[src/rtl/fp_mult_seq.sv]
// rtl/fp_mult_seq.sv - sequential IEEE-754-style multiplier with rounding modes and busy/done handshake
// Optional build macro: FP_MULT_RADIX4_EN (radix-4 multiply step, two multiplier bits per cycle).
module fp_mult_seq #(
    parameter int Mantissa_Size = 23,
    parameter int Exponent_Size = 8,
    parameter int Bias          = (1 << (Exponent_Size - 1)) - 1
) (
    input  logic                                   clk,
    input  logic                                   rst,
    input  logic                                   enable,
    input  logic                                   load,
    input  logic [1:0]                             rmode,
    input  logic [Exponent_Size+Mantissa_Size:0]   A,
    input  logic [Exponent_Size+Mantissa_Size:0]   B,
    output logic [Exponent_Size+Mantissa_Size:0]   result,
    output logic                                   done,
    output logic                                   busy,
    output logic                                   zero,
    output logic                                   overflow,
    output logic                                   underflow,
    output logic                                   NAN,
    output logic                                   inexact
);

    localparam int M  = Mantissa_Size;
    localparam int E  = Exponent_Size;
    localparam int W  = E + M + 1;
    localparam int EW = E + 2;
    localparam int PW = 2 * M + 2;
`ifdef FP_MULT_RADIX4_EN
    localparam int STEP        = 2;
    localparam int MULT_CYCLES = (M + 2) / 2;
`else
    localparam int STEP        = 1;
    localparam int MULT_CYCLES = M + 1;
`endif
    localparam int CW = $clog2(MULT_CYCLES + 1);

    localparam logic signed [EW-1:0] BIAS_E   = EW'(Bias);
    localparam logic signed [EW-1:0] EXP_MAX  = EW'((1 << E) - 1);
    localparam logic signed [EW-1:0] EXP_ONE  = EW'(1);
    localparam logic signed [EW-1:0] EXP_ZERO = '0;
    localparam logic [W-1:0] CANON_NAN = {1'b0, {E{1'b1}}, 1'b1, {(M-1){1'b0}}};

    typedef enum logic [2:0] {
        S_IDLE, S_UNPACK, S_MULT, S_NORM, S_ROUND, S_DONE
    } state_t;

    state_t                 state;
    logic [W-1:0]           a_r, b_r;
    logic [1:0]             rmode_r;
    logic                   sign_r;
    logic signed [EW-1:0]   exp_r;
    logic [PW-1:0]          acc, mcand, pp;
    logic [M:0]             mplier;
    logic [CW-1:0]          cnt;
    logic                   sticky_lo;

    logic [E-1:0] ea, eb;
    logic [M-1:0] fa, fb;
    logic a_nan, b_nan, a_inf, b_inf, a_zero, b_zero, sign_c;

    assign ea     = a_r[W-2:M];
    assign eb     = b_r[W-2:M];
    assign fa     = a_r[M-1:0];
    assign fb     = b_r[M-1:0];
    assign a_nan  = (&ea) & (|fa);
    assign b_nan  = (&eb) & (|fb);
    assign a_inf  = (&ea) & ~(|fa);
    assign b_inf  = (&eb) & ~(|fb);
    // Subnormal operands are flushed, so exp==0 alone classifies as zero.
    assign a_zero = ~(|ea);
    assign b_zero = ~(|eb);
    assign sign_c = a_r[W-1] ^ b_r[W-1];

    always_comb begin
        pp = '0;
`ifdef FP_MULT_RADIX4_EN
        unique case (mplier[1:0])
            2'd0: pp = '0;
            2'd1: pp = mcand;
            2'd2: pp = mcand << 1;
            2'd3: pp = mcand + (mcand << 1);
        endcase
`else
        pp = mplier[0] ? mcand : '0;
`endif
    end

    logic [M:0]           mant;
    logic                 g_bit, r_bit, s_bit, inx_c, inc_c, ovf_c, unf_c, sel_inf;
    logic [M+1:0]         mant_sum;
    logic [M-1:0]         frac_c;
    logic signed [EW-1:0] exp_c;

    // Rounding operates on the normalised accumulator (hidden bit at 2M).
    always_comb begin
        mant     = acc[2*M -: M+1];
        g_bit    = acc[M-1];
        r_bit    = acc[M-2];
        s_bit    = (|acc[M-3:0]) | sticky_lo;
        inx_c    = g_bit | r_bit | s_bit;
        inc_c    = 1'b0;
        unique case (rmode_r)
            2'b00: inc_c = g_bit & (r_bit | s_bit | mant[0]);
            2'b01: inc_c = 1'b0;
            2'b10: inc_c = inx_c & ~sign_r;
            2'b11: inc_c = inx_c & sign_r;
        endcase
        mant_sum = {1'b0, mant} + {{(M+1){1'b0}}, inc_c};
        frac_c   = mant_sum[M-1:0];
        exp_c    = exp_r;
        if (mant_sum[M+1]) begin
            frac_c = mant_sum[M:1];
            exp_c  = exp_r + EXP_ONE;
        end
        ovf_c   = (exp_c >= EXP_MAX);
        unf_c   = (exp_c <= EXP_ZERO);
        sel_inf = (rmode_r == 2'b00) | ((rmode_r == 2'b10) & ~sign_r) |
                  ((rmode_r == 2'b11) & sign_r);
    end

    always_ff @(posedge clk) begin
        if (rst) begin
            state     <= S_IDLE;
            result    <= '0;
            done      <= 1'b0;
            busy      <= 1'b0;
            zero      <= 1'b0;
            overflow  <= 1'b0;
            underflow <= 1'b0;
            NAN       <= 1'b0;
            inexact   <= 1'b0;
            a_r       <= '0;
            b_r       <= '0;
            rmode_r   <= 2'b00;
            sign_r    <= 1'b0;
            exp_r     <= '0;
            acc       <= '0;
            mcand     <= '0;
            mplier    <= '0;
            cnt       <= '0;
            sticky_lo <= 1'b0;
        end else if (enable) begin
            unique case (state)
                S_IDLE, S_DONE: begin
                    if (load) begin
                        a_r       <= A;
                        b_r       <= B;
                        rmode_r   <= rmode;
                        done      <= 1'b0;
                        zero      <= 1'b0;
                        overflow  <= 1'b0;
                        underflow <= 1'b0;
                        NAN       <= 1'b0;
                        inexact   <= 1'b0;
                        busy      <= 1'b1;
                        state     <= S_UNPACK;
                    end
                end
                S_UNPACK: begin
                    sign_r    <= sign_c;
                    exp_r     <= $signed({2'b00, ea}) + $signed({2'b00, eb}) - BIAS_E;
                    mcand     <= {{(M+1){1'b0}}, 1'b1, fa};
                    mplier    <= {1'b1, fb};
                    acc       <= '0;
                    cnt       <= '0;
                    sticky_lo <= 1'b0;
                    if (a_nan | b_nan | (a_inf & b_zero) | (b_inf & a_zero)) begin
                        result <= CANON_NAN;
                        NAN    <= 1'b1;
                        done   <= 1'b1;
                        busy   <= 1'b0;
                        state  <= S_DONE;
                    end else if (a_inf | b_inf) begin
                        result <= {sign_c, {E{1'b1}}, {M{1'b0}}};
                        done   <= 1'b1;
                        busy   <= 1'b0;
                        state  <= S_DONE;
                    end else if (a_zero | b_zero) begin
                        result <= {sign_c, {(W-1){1'b0}}};
                        zero   <= 1'b1;
                        done   <= 1'b1;
                        busy   <= 1'b0;
                        state  <= S_DONE;
                    end else begin
                        state  <= S_MULT;
                    end
                end
                S_MULT: begin
                    acc    <= acc + pp;
                    mcand  <= mcand << STEP;
                    mplier <= mplier >> STEP;
                    cnt    <= cnt + 1'b1;
                    if (cnt == CW'(MULT_CYCLES - 1))
                        state <= S_NORM;
                end
                S_NORM: begin
                    if (acc[PW-1]) begin
                        acc       <= acc >> 1;
                        sticky_lo <= acc[0];
                        exp_r     <= exp_r + EXP_ONE;
                    end
                    state <= S_ROUND;
                end
                S_ROUND: begin
                    inexact <= inx_c | ovf_c | unf_c;
                    done    <= 1'b1;
                    busy    <= 1'b0;
                    state   <= S_DONE;
                    if (ovf_c) begin
                        overflow <= 1'b1;
                        result   <= sel_inf ? {sign_r, {E{1'b1}}, {M{1'b0}}}
                                            : {sign_r, {(E-1){1'b1}}, 1'b0, {M{1'b1}}};
                    end else if (unf_c) begin
                        underflow <= 1'b1;
                        zero      <= 1'b1;
                        result    <= {sign_r, {(W-1){1'b0}}};
                    end else begin
                        result <= {sign_r, exp_c[E-1:0], frac_c};
                    end
                end
                default: state <= S_IDLE;
            endcase
        end
    end

endmodule

[config.mk]
export PLATFORM = sky130hd
export DESIGN_NAME = fp_mult_seq
export DESIGN_NICKNAME = d
export VERILOG_FILES = /design/src/rtl/fp_mult_seq.sv
export SDC_FILE = /design/constraint.sdc
export NUM_CORES = 1
export LEC_CHECK = 0
export ABC_CLOCK_PERIOD_IN_PS = 4300
export BUFFER_PORTS_ARGS = -buffer_cell sky130_fd_sc_hd__buf_2
export CAP_MARGIN = 25
export CORE_MARGIN = 4
export CORE_UTILIZATION = 32
export CTS_BUF_LIST = sky130_fd_sc_hd__clkbuf_8 sky130_fd_sc_hd__clkbuf_16
export DETAILED_ROUTE_END_ITERATION = 7
export PLACE_DENSITY_LB_ADDON = 0.15
export SLEW_MARGIN = 15
export SYNTH_ARGS = -nofsm -noshare
export SYNTH_HDL_FRONTEND = slang
export SYNTH_SLANG_ARGS = --single-unit
[constraint.sdc]
create_clock -name clk -period 4.3 [get_ports clk]
set_input_delay 0.86 -clock clk [delete_from_list [all_inputs] [get_ports clk]]
set_output_delay 0.86 -clock clk [all_outputs]
set_load 0.03 [all_outputs]
After elaboration in Yosys (flattened, before gate mapping)

Index checks and enable logic that the tools add are counted.

Multiplexer cells: 47
Bitwise operators: 31
Reduce and logical (&&, ||, !) cells: 31
Equal/unequal tests: 20
Order comparisons: 2
Add/sub/neg operators: 6

Operators with widths:

| kind                                          | count |
|---|---|
| 48-bit one-hot mux with 3 select lines        | 1 |
| 32-bit two-way mux                            | 3 |
| 48-bit one-hot mux with 2 select lines        | 1 |
| 32-bit one-hot mux with 2 select lines        | 1 |
| 31-bit two-way mux                            | 2 |
| 48-bit adder                                  | 1 |
| 48-bit two-way mux                            | 1 |
| 24-bit one-hot mux with 2 select lines        | 1 |
| 47-bit two-way mux                            | 1 |
| 23-bit OR reduction                           | 2 |
| 24-bit by 1-bit adder with 25-bit output      | 1 |
| 24-bit two-way mux                            | 1 |
| 8-bit AND reduction                           | 3 |
| 23-bit two-way mux                            | 1 |
| 21-bit OR reduction                           | 1 |
| 10-bit two-way mux                            | 2 |
| 2-bit inequality test (second input constant) | 10 |
| 10-bit one-hot mux with 2 select lines        | 1 |
| 3-bit AND reduction                           | 6 |
| 8-bit OR reduction                            | 2 |
| 1-bit two-way mux                             | 15 |
| 3-bit two-way mux                             | 5 |
| 3-bit one-hot mux with 5 select lines         | 1 |
| 1-bit bitwise OR                              | 14 |
| other kinds (28)                              | 60 |

Input port bits: 70
Bits in registers: 245

Depth between registers and ports, before layout

Gate-level depths: netlist (run 1).

Depth after elaboration: 12
Mapped depth: 22

Least setup slack after synthesis (run 1)

Ideal clock, no wire load.

Path type: register -> register
Start point: reg rmode_r[0]
End point: reg result[0]
Stages on the path, launching flop included: 22
Library setup time: 0.117 ns
Path buffers: 4
Period minus slack after synthesis: 3.945 ns
Required time: 4.183 ns
Data arrival time: 3.828 ns
Setup slack: 0.355 ns
Path through: dfxtp_1 > and2_1 > ha_1 > nor2_1 > nand2_1 > o41ai_1 > ha_1 > ha_1 > and3_1 > buf_4 > nand4_4 > or4_4 > buf_6 > o21ai_2 > o211ai_1 > a21o_1 > a311o_1 > buf_6 > o21ai_2 > nor2_2 > buf_6 > a22o_1

Longest elaborated chain between the ends: 8
Elaborated cells on any way between the ends: 18
Those cells by class: 1 x add/sub; 2 x order compare; 3 x eq/ne; 7 x mux; 4 x bitwise; 1 x reduce/logical

RTL lines:

| element                                                    | line     | RTL |
|---|---|---|
| start, declared                                            | 51       | `logic [1:0] rmode_r;` |
| start signal, assigned                                     | 150      | `rmode_r <= rmode;` |
| 2-bit equality test, or another cell as far along          | 104, 120 |  |
| 1-bit one-hot mux with 4 select lines                      | 104      | `unique case (rmode_r)` |
| 24-bit by 1-bit adder with 25-bit output                   | 110      | `mant_sum = {1'b0, mant} + {{(M+1){1'b0}}, inc_c};` |
| 10-bit two-way mux                                         | 113      | `if (mant_sum[M+1]) begin` |
| 10-bit by 1-bit less-or-equal comparator with 1-bit output | 118      | `unf_c = (exp_c <= EXP_ZERO);` |
| 31-bit two-way mux                                         | 215      | `end else if (unf_c) begin` |
| 31-bit two-way mux (*)                                     | 211      | `if (ovf_c) begin` |
| 32-bit one-hot mux with 2 select lines (*)                 | 145      | `unique case (state)` |
| end signal, assigned                                       | 213      | `result <= sel_inf ? {sign_r, {E{1'b1}}, {M{1'b0}}}` |
| end signal, assigned                                       | 218      | `result <= {sign_r, {(W-1){1'b0}}};` |
| end signal, assigned                                       | 220      | `result <= {sign_r, exp_c[E-1:0], frac_c};` |
| end, declared                                              | 15       | `output logic [Exponent_Size+Mantissa_Size:0] result,` |

Every way passes the cells marked *; elsewhere a longest branch is shown, timed or not.
A chain may end at the register's enable or synchronous reset.

Final worst setup path (run 1)

Start point: reg acc[3]
End point: reg result[22]

Longest elaborated chain between the ends: 12
Elaborated cells on any way between the ends: 17
Those cells by class: 1 x add/sub; 2 x order compare; 6 x mux; 7 x bitwise; 1 x reduce/logical

RTL lines:

| element                                                    | line | RTL |
|---|---|---|
| start, declared                                            | 54   | `logic [PW-1:0] acc, mcand, pp;` |
| start signal, assigned                                     | 191  | `acc <= acc + pp;` |
| start signal, assigned                                     | 200  | `acc <= acc >> 1;` |
| 21-bit OR reduction (*)                                    | 101  | `s_bit = (\|acc[M-3:0]) \| sticky_lo;` |
| 1-bit bitwise OR (*)                                       | 101  |  |
| 1-bit bitwise OR (2 in series)                             | 105  | `2'b00: inc_c = g_bit & (r_bit \| s_bit \| mant[0]);` |
| 1-bit bitwise AND                                          | 105  |  |
| 1-bit one-hot mux with 4 select lines (*)                  | 104  |  |
| 24-bit by 1-bit adder with 25-bit output (*)               | 110  |  |
| 10-bit two-way mux                                         | 113  |  |
| 10-bit by 1-bit less-or-equal comparator with 1-bit output | 118  |  |
| 31-bit two-way mux                                         | 215  |  |
| 31-bit two-way mux (*)                                     | 211  |  |
| 32-bit one-hot mux with 2 select lines (*)                 | 145  |  |

Marked as above.

==> results of run 1 <==
==> what timing repair did <==
item,4_1_cts,5_1_grt
setup endpoints to repair,0,34
setup buffers,0,2
gates resized for setup,0,9
hold buffers,0,0
endpoints found under the hold margin,0,0
==> area by class of cell <==
| class | instances | area, µm² | share of cell area [%] |
|---|---|---|---|
| clock inverter | 17 | 140 | 0.861 |
| inverter | 24 | 90.1 | 0.553 |
| multi-input combinational | 1403 | 8590 | 52.8 |
| sequential | 245 | 4900 | 30.1 |
| timing repair buffer | 172 | 1040 | 6.39 |
| tap | 585 | 732 | 4.50 |
| clock buffer | 33 | 781 | 4.80 |
==> worst max-delay path, cell delays in order, from the launching register on <==
cell and delay [ns]:
dfxtp_1 0.39, nor4_1 0.08, nand2_1 0.14, nor3_1 0.07
o41ai_1 0.33, ha_2 0.26, ha_1 0.17, and3_1 0.24
nand4_4 0.18, or4_4 0.59, or3_1 0.33, a21o_1 0.19
a311o_1 0.41, buf_12 0.19, or3_1 0.32, nand3_1 0.09
a22o_1 0.12
==> cell usage in the layout, fill, tap and decap left out, types with 5 or more instances in the layout <==
master	n
a211oi_1	60
a21o_1	24
a21oi_1	205
a221oi_1	5
a222oi_1	11
a22o_1	23
a22oi_1	37
a31oi_1	13
and2_1	52
and3_1	14
buf_2	107
buf_4	63
clkbuf_16	29
clkinv_2	5
dfxtp_1	245
ha_1	66
inv_1	30
mux2i_1	46
nand2_1	244
nand2b_1	9
nand3_1	52
nand4_1	24
nor2_1	175
nor2b_1	8
nor3_1	29
nor3b_1	5
nor4_1	17
o211ai_1	9
o21a_1	7
o21ai_0	74
o21ai_1	12
o21bai_1	12
o22ai_1	5
o31ai_1	8
or3_1	6
or4_1	7
xnor2_1	44
xor2_1	40
==> sequential cells by signal, summed over array words and instances, names as in the netlist <==
signal     flops
NAN            1
inexact        1
a_r           32
state          3
underflow      1
sticky_lo      1
overflow       1
done           1
b_r           32
exp_r         10
cnt            5
sign_r         1
result        32
zero           1
busy           1
mplier        24
mcand         48
rmode_r        2
acc           48
==> metrics by stage <==
step	std cells	util (%)
detailed placement	2426	35.5
finish	2479	37.7
floorplan	1792	-
CTS	2476	37.6
global placement	2426	35.5
global route	2479	37.7
==> how the worst max path moves through the flow <==
stage / to / slack [ns] / cells after the start
finish: result[22]$_SDFFE_PP0P_ / 0.17 / 16
global route: result[23]$_SDFFE_PP0P_ / -0.01 / 17
CTS: result[26]$_SDFFE_PP0P_ / 0.009 / 18
detailed placement: result[27]$_SDFFE_PP0P_ / 0.03 / 18
global placement: result[27]$_SDFFE_PP0P_ / 0.11 / 18
floorplan: result[0]$_SDFFE_PP0P_ / 0.36 / 21
==> metal layers <==
| metal | GRT usage [%] | vias to the layer above | wire length (µm) |
|---|---|---|---|
| li1 | - | 6621 | - |
| met1 | 25.5 | 6140 | 21000 |
| met2 | 28.2 | 258 | 19300 |
| met3 | 2.05 | 53 | 1550 |
| met4 | 4.11 | 0 | 1020 |
| met5 | 0 | - | 0 |
==> power by group <==
group | internal, mW | switching, mW
registers | 2.38 | 0.104
logic | 0.232 | 0.429
clock network | 1.41 | 0.985
total | 4.01 | 1.52
==> cells by family after synthesis <==
kind of cell             Yosys count  share of synthesized area (%)
buffers and inverters            145                           4.16
multiplexers                      47                           3.36
AND/OR/NAND/NOR                  669                           22.1
adder cells (fa/ha/maj)           69                           6.26
flip-flops                       245                           35.0
XOR/XNOR                          84                           5.24
AO/OA/AOI/OAI                    533                           23.9
==> impl_metrics.tcl, run 1 <==
set metrics [dict create \
    start_util_pct 32.5 \
    die-area_mm2 0.0473 \
    area_growth_pct 16.0 \
    synth_area_leader_cell "dfxtp_1" \
    num_rows 76 \
    worstPathArrival_ns 4.65 \
    nNetsFinal 2014 \
    wire_per_inst_um 17.3 \
    drive_gt1_share_pct 12.7 \
    ioPinCount 109 \
    io_buffers 108 \
    antenna_cells 0 \
    r2r_slack_ns 0.17 \
    avgSynthCellArea_um2 7.83 \
    synth_top_area_share_pct 35.0 \
    hp-start "mcand[31]$_SDFFE_PP0P_" \
    maxCapViolations 0 \
    hold_end "mcand[32]$_SDFFE_PP0P_" \
    outcome "finished, final reports clean" \
    syn_nets 1931 \
    grt_pass1_vias 12587 \
    ys_seq_area_share_pct 35.0 \
    grt_pass1_wl_mm 69.3 \
    synthCells 1792 \
    cts.reportedPaths.clkPinSlew_ns 0.06 \
    path_max_fanout 28 \
    synth_edf_count 0 \
    fin_crit_sh_pct 96.1 \
    synthMostInstantiatedCell "nand2_1" \
    drtAntennaViolNets 0 \
    cp-end-kind "flip-flop" \
    wirelength_mm 42.8 \
    synth-seq-cells 245 \
    synth.area.top_cells "dfxtp_1, a21oi_1, nand2_1" \
    antenna_found_initial 0 \
    finalHoldViolations 0 \
    hp-class "reg -> reg" \
    cts_tree "done" \
    htreeDepth 1 \
    required_ns 4.82 \
    tightest_slew_ns 1.00 \
    post_dp_cell_area_mm2 0.0153 \
    synth_warnings 0 \
    yosys-top-cells-count "nand2_1, dfxtp_1, a21oi_1, nor2_1, clkbuf_1" \
    first_pass_iters 5 \
    timing.rr.end "result[22]$_SDFFE_PP0P_" \
    critPathLaunchType "flip-flop" \
    dp_hpwl_mm 31.0 \
    fp.coreArea_mm2 0.0432 \
    overflow 0 \
    peakVddDrop_mv 0.235 \
    grt_max_degree 67 \
    dr_total_vias 13072 \
    powerDensity_mw_per_mm2 340 \
    synth_cell_types 69 \
    cts.path.max_buffers 3 \
    cp-startpoint "acc[3]$_SDFFE_PP0P_" \
    avgViaCountPerCell 5.27 \
    dp_worst_setup_slack_ns 0.0285 \
    numCtsBuffers 29 \
    skew_ns 0.0212 \
    synth_top_flop_cell "dfxtp_1" \
    die_h_um 217 \
    period_needed_ns 4.13 \
    grt_use_total_pct 17.6 \
    timing.final.ws_setup_ns 0.168 \
    holdWs_ns 0.464 \
    setup_tns_ns 0 \
    dr.first_iter.drc_count 937 \
    clock_latency_ns 0.57 \
    setup_viol 0 \
    place.gp.congestion 0.847 \
    drcViolationCount 0 \
    worstSetupPathType "reg -> reg" \
    cts-root-buf "clkbuf_16" \
    async_flop_share_pct 0 \
    rr_worst_depth 16 \
    max_freq_mhz 242 \
    final_cell_area_mm2 0.0163 \
    timing.rr.start "acc[3]$_SDFFE_PP0P_" \
    numClockSinks 245 \
    die_x_um 217 \
    fillers 4609 \
    p_leak_nw 6.26 \
    timing.final.max_slew_violations 0 \
    power_mw 5.53 \
    max_slew_margin_pct 33.3 \
    holdPathStages 2 \
    netlist_area_mm2 0.0140 \
]
No activity file was read; power rests on OpenSTA's default activity.
==> run 2, diff against run 1 <==
--- a/config.mk
+++ b/config.mk
@@ -11,3 +11,3 @@
 export CORE_MARGIN = 4
-export CORE_UTILIZATION = 32
+export CORE_UTILIZATION = 50
 export CTS_BUF_LIST = sky130_fd_sc_hd__clkbuf_8 sky130_fd_sc_hd__clkbuf_16
--- a/constraint.sdc
+++ b/constraint.sdc
@@ -3,2 +3,2 @@
 set_output_delay 0.86 -clock clk [all_outputs]
-set_load 0.03 [all_outputs]
+set_load 0.1 [all_outputs]
==> impl_metrics.tcl, run 2 (synthesis results as in run 1) <==
set metrics [dict create \
    outcome "finished, final reports clean" \
    cp-end-kind "flip-flop" \
    finalHoldViolations 0 \
    hp-class "reg -> reg" \
    area_growth_pct 13.2 \
    htreeDepth 1 \
    worstPathArrival_ns 4.61 \
    grt_max_degree 95 \
    fin_crit_sh_pct 95.9 \
    timing.final.max_slew_violations 0 \
    maxCapViolations 0 \
    max_slew_margin_pct 30.4 \
    utilization_pct 57.3 \
    wirelength_mm 39.1 \
    wire_per_inst_um 17.3 \
    start_util_pct 50.6 \
    dp_hpwl_mm 27.6 \
    drtAntennaViolNets 0 \
    required_ns 4.79 \
    die_h_um 176 \
    antenna_cells 0 \
    dr.first_iter.drc_count 985 \
    nNetsFinal 1996 \
    grt_pass1_wl_mm 63.9 \
    cts_tree "done" \
    reg.largest.list "acc x48, mcand x48" \
    antenna_found_initial 0 \
    r2r_slack_ns 0.18 \
    setup_viol 0 \
    dr_total_vias 13135 \
    worstSetupPathType "reg -> reg" \
    final_cell_mix "dfxtp_1, nand2_1, a21oi_1" \
    tightest_slew_ns 1.04 \
    drcViolationCount 0 \
    grt_pass1_vias 12268 \
    numCtsBuffers 27 \
    period_needed_ns 4.12 \
    clock_latency_ns 0.54 \
    skew_ns 0.00902 \
    peakVddDrop_mv 0.305 \
    cts.reportedPaths.clkPinSlew_ns 0.06 \
    power_mw 5.42 \
    cts.path.max_buffers 3 \
    num_rows 61 \
    avgViaCountPerCell 5.82 \
    first_pass_iters 5 \
    die_x_um 176 \
    die-area_mm2 0.0308 \
    max_freq_mhz 243 \
    place.gp.congestion 0.930 \
    grt_use_total_pct 24.5 \
    ioPinCount 109 \
    cts-root-buf "clkbuf_16" \
    critPathLaunchType "flip-flop" \
    path_max_fanout 9 \
    drive_gt1_share_pct 12.4 \
    powerDensity_mw_per_mm2 342 \
    p_leak_nw 6.16 \
    overflow 0 \
    fp.coreArea_mm2 0.0277 \
    io_buffers 108 \
    final_common_cell "dfxtp_1" \
    numClockSinks 245 \
]
[run 2: worst max-delay path: stages (launching register included)]
cell and delay (ns):
dfxtp_1 0.41, nor4_2 0.08, nand4_1 0.17, nor3_1 0.09, o41ai_2 0.30, ha_2 0.27, ha_1 0.18, and3_1 0.23
nand4_4 0.11, or4_4 0.57, or4_1 0.52, o31ai_1 0.10, nand4b_1 0.21, nand2_2 0.20, nor3_4 0.06, buf_4 0.19
nor4bb_2 0.26, o21a_1 0.13
[run 2: cell type report]
cell class	count	area (µm²)
Inverter	24	90.1
Clock buffer	30	717
Sequential cell	245	4900
Timing Repair Buffer	157	932
Multi-Input combinational cell	1402	8630
Clock inverter	20	126
Tap cell	378	473
Fill cell	2626	11800
[run 2: per-stage QoR]
stage,worst slack (ns),instances,cell area (µm²),hold slack [ns],TNS [ns]
6_report,0.177,2256,15900,0.463,0
5_1_grt,-0.0313,2256,15900,0.487,-0.0464
4_1_cts,0.0131,2253,15800,0.465,0
3_5_place_dp,-0.0252,2203,14900,0.455,-0.100
3_3_place_gp,0.0786,2203,14900,0.448,0
2_1_floorplan,0.354,1792,14000,0.432,0
[run 2: power breakdown]
part	switching, mW	internal [mW]
clock network	0.960	1.26
registers	0.100	2.38
logic	0.501	0.231
[run 2: worst paths after layout]
kind / cells after the start / to / from
worst max-delay path: 17 / underflow$_SDFFE_PP0P_ / acc[11]$_SDFFE_PP0P_
worst min-delay path: 2 / mcand[32]$_SDFFE_PP0P_ / mcand[31]$_SDFFE_PP0P_
worst min register to register: 2 / mcand[32]$_SDFFE_PP0P_ / mcand[31]$_SDFFE_PP0P_
worst max register to register: 17 / underflow$_SDFFE_PP0P_ / acc[11]$_SDFFE_PP0P_
[run 2: metal layers]
layer | vias up | wire, µm | global-route usage (%)
met5 | - | 0 | 0
met2 | 370 | 17900 | 40.6
met3 | 70 | 1850 | 2.76
met4 | 0 | 999 | 6.04
met1 | 6124 | 18300 | 34.5
li1 | 6571 | - | -
[run 2: what timing repair did]
| item | in CTS | in global routing |
|---|---|---|
| buffers inserted | 0 | 3 |
| gates resized for setup | 1 | 15 |
| hold buffers | 0 | 0 |
| endpoints found under the hold margin | 0 | 0 |
| setup endpoints to repair | 7 | 34 |
| pin swaps | 0 | 7 |
